## config.mk

```make
export PLATFORM = sky130hd
export DESIGN_NAME = value_sequence_generator
export DESIGN_NICKNAME = d
export VERILOG_FILES = /design/src/rtl/value_sequence_generator.sv
export SDC_FILE = /design/constraint.sdc
export NUM_CORES = 1
export LEC_CHECK = 0
export CORE_ASPECT_RATIO = 1.5
export CORE_MARGIN = 10
export CORE_UTILIZATION = 40
export CTS_CLUSTER_DIAMETER = 150
export DETAILED_ROUTE_END_ITERATION = 8
export HOLD_SLACK_MARGIN = 0.15
export PLACE_DENSITY_LB_ADDON = 0.15
export SYNTH_ARGS = -nofsm -noshare
export SYNTH_HDL_FRONTEND = slang
export SYNTH_SLANG_ARGS = --single-unit
```

## constraint.sdc

```tcl
create_clock -name clk -period 10.2 [get_ports clk]
set_input_delay 2.04 -clock clk [delete_from_list [all_inputs] [get_ports clk]]
set_output_delay 2.04 -clock clk [all_outputs]
set_load 0.02 [all_outputs]
```

## src/rtl/value_sequence_generator.sv

```systemverilog
// value_sequence_generator
// Emits a stream of W-bit values over a valid/ready handshake. A sequence is
// started from IDLE with `start`. Its mode and length are captured at that
// moment. The generator then produces a constant, an up ramp, a down ramp, or
// an alternating VALUE/~VALUE pattern. A length of zero makes the sequence run
// until `clear` or `reset`.
//
// Optional build macro: VALUE_SEQUENCE_GENERATOR_SATURATE_EN
//   When defined, the up ramp clamps at all-ones and the down ramp clamps at
//   zero instead of wrapping modulo 2^W.
module value_sequence_generator #(
  parameter int          W     = 32,
  parameter int unsigned VALUE = 5,
  parameter int unsigned STEP  = 1,
  parameter int          LEN_W = 8
) (
  input  logic             clk,
  input  logic             reset,
  input  logic             clear,
  input  logic             start,
  input  logic [1:0]       mode,
  input  logic [LEN_W-1:0] length,
  input  logic             out_ready,
  output logic             out_valid,
  output logic [W-1:0]     out_data,
  output logic             busy,
  output logic             done
);

  // Parameter values brought to the datapath width once, so every
  // comparison and arithmetic operation below is W bits wide.
  localparam logic [W-1:0] SEED_C = W'(VALUE);
  localparam logic [W-1:0] INC_C  = W'(STEP);
  localparam logic [W-1:0] ONES_C = {W{1'b1}};
  localparam logic [W-1:0] ZERO_C = {W{1'b0}};

  localparam logic [1:0] MODE_CONST = 2'b00;
  localparam logic [1:0] MODE_UP    = 2'b01;
  localparam logic [1:0] MODE_DOWN  = 2'b10;
  localparam logic [1:0] MODE_ALT   = 2'b11;

  typedef enum logic [0:0] {
    ST_IDLE = 1'b0,
    ST_RUN  = 1'b1
  } state_t;

  state_t           state_r;
  logic [1:0]       mode_r;
  logic [LEN_W-1:0] len_r;
  logic [LEN_W-1:0] cnt_r;
  logic             out_valid_r;
  logic [W-1:0]     out_data_r;
  logic             done_r;

  logic             xfer_s;
  logic [LEN_W-1:0] cnt_next_s;
  logic             last_s;
  logic [W-1:0]     data_next_s;

  // Successor of the current output value for the latched mode.
  function automatic logic [W-1:0] next_value(input logic [1:0] m,
                                              input logic [W-1:0] cur);
    logic [W-1:0] res;
`ifdef VALUE_SEQUENCE_GENERATOR_SATURATE_EN
    logic [W:0] sum;
    sum = {1'b0, cur} + {1'b0, INC_C};
`endif
    case (m)
      MODE_CONST: res = SEED_C;
`ifdef VALUE_SEQUENCE_GENERATOR_SATURATE_EN
      // A carry out of the top bit means the ramp would pass all-ones.
      MODE_UP:    res = sum[W] ? ONES_C : sum[W-1:0];
      // Borrow detection: anything below STEP would go under zero.
      MODE_DOWN:  res = (cur < INC_C) ? ZERO_C : (cur - INC_C);
`else
      MODE_UP:    res = cur + INC_C;
      MODE_DOWN:  res = cur - INC_C;
`endif
      // Every sequence starts at VALUE, so comparing against it is enough to
      // know which half of the toggle comes next.
      MODE_ALT:   res = (cur == SEED_C) ? ~SEED_C : SEED_C;
      default:    res = SEED_C;
    endcase
    return res;
  endfunction

  // Handshake decode, transfer counting, and end-of-sequence detection.
  always_comb begin
    xfer_s      = out_valid_r & out_ready;
    cnt_next_s  = cnt_r + LEN_W'(1'b1);
    data_next_s = next_value(mode_r, out_data_r);
    if (len_r != {LEN_W{1'b0}}) begin
      last_s = (cnt_next_s == len_r);
    end else begin
      last_s = 1'b0;
    end
  end

  // Control FSM with registered data, valid, and done outputs.
  always_ff @(posedge clk or posedge reset) begin
    if (reset) begin
      state_r     <= ST_IDLE;
      mode_r      <= MODE_CONST;
      len_r       <= {LEN_W{1'b0}};
      cnt_r       <= {LEN_W{1'b0}};
      out_valid_r <= 1'b0;
      out_data_r  <= ZERO_C;
      done_r      <= 1'b0;
    end else if (clear) begin
      // Clear overrides start and any pending transfer in the same cycle.
      state_r     <= ST_IDLE;
      cnt_r       <= {LEN_W{1'b0}};
      out_valid_r <= 1'b0;
      out_data_r  <= ZERO_C;
      done_r      <= 1'b0;
    end else begin
      done_r <= 1'b0;
      case (state_r)
        ST_IDLE: begin
          if (start) begin
            mode_r      <= mode;
            len_r       <= length;
            cnt_r       <= {LEN_W{1'b0}};
            out_data_r  <= SEED_C;
            out_valid_r <= 1'b1;
            state_r     <= ST_RUN;
          end else begin
            out_valid_r <= 1'b0;
          end
        end
        ST_RUN: begin
          // With no transfer, everything holds, which keeps the
          // stalled output stable.
          if (xfer_s) begin
            cnt_r <= cnt_next_s;
            if (last_s) begin
              // Leave out_data at the last value so it stays visible.
              state_r     <= ST_IDLE;
              out_valid_r <= 1'b0;
              done_r      <= 1'b1;
            end else begin
              out_data_r <= data_next_s;
            end
          end
        end
        default: begin
          state_r     <= ST_IDLE;
          out_valid_r <= 1'b0;
        end
      endcase
    end
  end

  assign out_valid = out_valid_r;
  assign out_data  = out_data_r;
  assign busy      = (state_r == ST_RUN);
  assign done      = done_r;

endmodule

```

Word-level counts from Yosys, hierarchy flattened

Index checks and enable logic that the tools add are counted.

Flip-flop bits (word level): 53
Latch bits: 0
Memory bits (writable): 0
ROM bits: 0
Input port bits: 15
Output and inout bits: 35
Logic and storage cells: 53
Memories: 0

$add $sub $neg: 3
Multipliers: 0
Div/mod/pow operators: 0
Order comparisons: 0
Eq/ne operators: 9
Shift-type cells: 0
Muxes and demuxes: 25
Bitwise logic cells: 3
Reductions and logical operators: 6

Operators by type and width:

| operator                                                                | number |
|---|---|
| 32-bit two-way mux                                                      | 5 |
| 32-bit case mux with 4 select lines                                     | 1 |
| 32-bit case mux with 2 select lines                                     | 1 |
| 32-bit by 1-bit adder with 32-bit output, second input constant         | 1 |
| 32-bit by 3-bit == test with 1-bit output, second input constant        | 1 |
| 32-bit by 1-bit subtractor with 32-bit output, second input constant    | 1 |
| 8-bit two-way mux                                                       | 3 |
| 8-bit case mux with 2 select lines                                      | 1 |
| 1-bit two-way mux                                                       | 12 |
| 8-bit by 1-bit adder with 8-bit output, second input constant           | 1 |
| 8-bit == test                                                           | 1 |
| 8-bit nonzero test                                                      | 1 |
| 3-bit by 2-bit inequality test with 1-bit output, second input constant | 2 |
| 3-bit inequality test, second input constant                            | 2 |
| 3-bit AND reduction                                                     | 2 |
| 2-bit == test, second input constant                                    | 2 |
| 1-bit case mux with 2 select lines                                      | 2 |
| 2-bit AND reduction                                                     | 2 |
| 2-bit by 1-bit == test with 1-bit output, second input constant         | 1 |
| 2-bit zero test                                                         | 1 |
| 1-bit NOT                                                               | 2 |
| 1-bit AND                                                               | 1 |

Depth between registers and ports, before layout

Word-level depth: 7
Depth in mapped cells: 19
Mapped depth without buffers: 13

Least setup slack after synthesis

OpenSTA, ideal clock, no wires.

Kind: register -> register
From: register mode_r[0]
To: register out_data_r[24] (netlist: out_data[24])
Setup time: 0.124 ns
Arrival: 3.848 ns
Data required time: 10.076 ns
Setup slack: 6.228 ns
Cell stages (with the launch flop): 20
Buffers on the path: 6
Clock period less this slack: 3.972 ns
Cells stage by stage: dfrtp_1 inv_1 ha_1 buf_2 buf_4 buf_4 buf_2 buf_2 buf_2 xor2_1 ha_1 and3b_1 o21ai_1 a2111oi_2 nor3_2 o21a_1 o21ai_0 mux2i_1 mux2i_1 a211o_1

Word-level cells in the longest chain between the ends: 6
Elaborated cells between the ends (all ways): 9
Those cells by class: 3 x eq/ne; 5 x mux; 1 x reduce/logical

RTL lines:

| element                               | line | text |
|---|---|---|
| start, declared                       | 48   | `logic [1:0] mode_r;` |
| start signal, assigned                | 121  | `mode_r <= mode;` |
| 2-bit == test (tied with other cells) | 68   | `case (m)` |
| 32-bit case mux with 4 select lines * | 68   |  |
| 32-bit two-way mux *                  | 136  | `if (last_s) begin` |
| 32-bit two-way mux *                  | 134  | `if (xfer_s) begin` |
| 32-bit case mux with 2 select lines * | 118  | `case (state_r)` |
| 32-bit two-way mux *                  | 109  | `end else if (clear) begin` |
| end signal, assigned                  | 142  | `out_data_r <= data_next_s;` |
| end, declared                         | 52   | `logic [W-1:0] out_data_r;` |

Every way passes the cells marked *; elsewhere a longest branch is shown, timed or not. The select of a mux whose other input is x is not followed.
A chain may end at the register's enable or synchronous reset.

Worst setup path in the final report

From: input port clear
To: register out_data_r[30] (netlist: out_data[30])

Word-level cells in the longest chain between the ends: 2
Elaborated cells between the ends (all ways): 5
Those cells by class: 3 x eq/ne; 1 x mux; 1 x reduce/logical

RTL lines:

| element                                                                                                    | line | text |
|---|---|---|
| start, declared                                                                                            | 19   | `input logic clear,` |
| 3-bit inequality test (no source line) or 3-bit by 2-bit inequality test with 1-bit output (tied branches) | n/a  |  |
| 3-bit AND reduction (no source line)                                                                       | n/a  |  |

Parallel ways exist; a longest one is shown, timed or not.

==> key figures <==
Die
  • Die area: 17800 um^2
  • # IOs: 50
  • # rows: 50
  • Initial Util: 0.407
  • Height of the die: 158 um
  • Area of the core: 12500 um^2
  • Die Wd: 112 um

Drt
  • DR WL/cell: 19.6 um
  • Final ANT Viol Nets: 0
  • DR vias: about 5000
  • Post-Route WL: 16000 um
  • Drt drc: 0
  • Initial DRC count: 377
  • Pre-antenna DRT Iters: 5
  • Avg Vias per Cell: 6.12

Clock tree
  • Post-CTS Setup Inserts: 0
  • Clk sink count: 53
  • H-tree level count: 2
  • CTS tree: yes
  • Hold_buf cts: 0
  • Root Buffer: clkbuf_16
  • Worst-Skew Late Latency: about 0.31 ns
  • Worst-path clk slew: approximately 0.08 ns
  • # resized after CTS: 0
  • Longest Clk Path Bufs: 2
  • CTS Buf Count: 5

Final layout
  • Most frequent cells in the layout: 64 x nand2_1, 59 x nor2_1, 53 x dfrtp_1
  • Filler cell count in the final layout: around 1300
  • Antenna Cells: 0
  • Util after Layout: 0.458
  • Most common cell after layout, fill and taps aside: nand2_1
  • Layout Nets: 680
  • Share of cells above drive strength 1: 0.0850
  • Layout area overhead: 12.3%

Synth
  • Syn nets: 677
  • Leading area contributor after synthesis: dfrtp_1
  • Syn Area/Cell: 7.78 um^2
  • Synthesized instance count: 655
  • Unique masters post-synth: 86
  • Synthesized area: around 5100 um^2
  • Top post-synthesis cells by area: dfrtp_1 26%, xnor2_1 6.2%, o21ai_0 4.9%
  • Top cell type's share of synthesized area: 0.260
  • Async set-reset flop share out of synthesis: 1.00
  • Synth Flop Type: dfrtp_1
  • YS warnings: 0
  • FF+latch count, synth: 53
  • Number of synthesized flops with an enable pin: 0
  • Sequential fraction of the synthesis area: 0.260

Global routing
  • Vias in the first global route: 4869
  • Initial antenna violation count: 0
  • Grt ovf: 0
  • Total GRT Usage: 0.176
  • Grt met1 use: 0.195
  • Grt met3 use: 0.0279
  • First-pass GRT wire length: around 26000 um
  • Gr busiest metal: met2
  • Met2 Track Usage GR: 0.327
  • Largest net degree at the start of global routing: 54

Hold path
  • Worst Hold Class: register to register

Worst setup path
  • Crit. End Element: register
  • Crit path DAT: 5.05 ns
  • CP Cell Sequence: clkdlybuf4s50_1 -> nor2b_1 -> nand3_1 -> or4_1 -> nor4_1 -> mux2i_1 -> o2111ai_1 -> o31a_1
  • Critical path's slowest cell: or4_1
  • Startpoint class of the critical path: input port
  • Largest stage delay, worst path: 1.05 ns
  • Worst Path Required: 10.45 ns
  • Crit-path max FO: 29
  • Type of the worst setup path: input port to register

STA
  • Tmin final: just under 5 ns
  • RSZ-0062 raised after global routing: no
  • Period utilization: 0.471
  • Slew headroom: 0.284
  • Setup violators final: 0
  • Setup TNS: 0 ns
  • Max Clock Skew: 0.00503 ns
  • Max-slew violation count: 0
  • Final hold violation count: 0
  • Worst slew pin tran: approximately 1.1 ns
  • Fmax: 208 MHz

Place
  • Number of port buffers: 49
  • DP HPWL: 11400 um
  • GPL Wtd Cong: 0.870

Flow run
  • Max-Cap Viols: 0

Power and ir drop
  • P_leak: 2.23 nW
  • PwrDens: 115 nW/um^2
  • Peak supply drop: 0.0684 mV

Run status
  • Status: finished clean
through the flow:
step	instance area, um^2	hold WS, ns	power, mW	setup slack, ns	std cells
floorplan	5100	0.508	0.412	6.23	655
global placement	5580	0.529	0.468	5.12	807
detailed placement	5580	0.550	0.472	5.07	807
CTS	5730	0.576	0.659	5.37	815
global route	5730	0.605	0.691	5.03	815
finish	5730	0.573	0.657	5.40	815
registers in the layout, indices dropped and copies added (netlist names):
register	flops
mode_r	2
busy	1
len_r	8
done	1
cnt_r	8
out_valid	1
out_data	32
synthesized netlist by cell type, drive strengths merged (7+ instances only):
cell	n
nor4	11
nand3	18
clkbuf	35
mux2	10
o21ai	59
o31ai	12
nand2	64
a22o	14
nor2	59
mux2i	10
a22oi	8
inv	18
or3	7
ha	7
nor3	25
xnor2	37
nor3b	11
buf	25
nor2b	11
o21a	7
dfrtp	53
xor2	7
a21oi	35
cell type report:
cell class / instances / area (um^2) / share of cell area
sequential: 53 / 1330 / 0.232
multi-input combinational: 523 / 3440 / 0.601
clock inverter: 3 / 25.0 / 0.00437
timing repair buffer: 56 / 543 / 0.0948
tap: 156 / 195 / 0.0341
inverter: 19 / 72.6 / 0.0127
clock buffer: 5 / 125 / 0.0219
kinds of logic (layout without fill, tap and decap cells):
kind of cell	count (synthesis)	after routing	share of synthesized area
xor+xnor	44	44	0.0771
buf+inv	79	83	0.0658
mux	20	20	0.0417
compound gates	203	203	0.276
fa+ha+maj	7	7	0.0172
flops	53	53	0.260
simple gates	249	249	0.262
path summary, 6_finish.rpt:
path	slack [ns]	depth (start not counted)	endpoint	from
setup / recovery	5.40	8	out_data[30]$_DFFE_PP0P_	clear
hold / removal	0.57	1	out_valid$_DFFE_PP0P_	out_valid$_DFFE_PP0P_
setup reg to reg	5.83	13	out_data[27]$_DFFE_PP0P_	mode_r[0]$_DFFE_PP0P_
hold reg to reg	0.57	1	out_valid$_DFFE_PP0P_	out_valid$_DFFE_PP0P_
max in group asynchronous	7.46	3	out_data[5]$_DFFE_PP0P_	reset
min in group asynchronous	2.25	3	out_data[30]$_DFFE_PP0P_	reset
per-layer routing:
layer | routed length [um] | part of all wire
met3 | 869 | 0.054
met5 | 0 | 0
met4 | 448 | 0.028
met2 | 8430 | 0.53
met1 | 6220 | 0.39
worst max-delay path: cells and delay by family:
kind | cells | cell delay (ns)
mux | 1 | 0.11
compound gates | 2 | 0.25
simple gates | 4 | 2.14
buf+inv | 1 | 0.50
power by group:
group	internal, mW	leakage, nW	switching [mW]
sequential	0.220	0.714	0.0224
combinational	0.0910	1.44	0.135
clock	0.0934	0.0708	0.0952
Note: power is estimated with default switching activity, not from simulation.
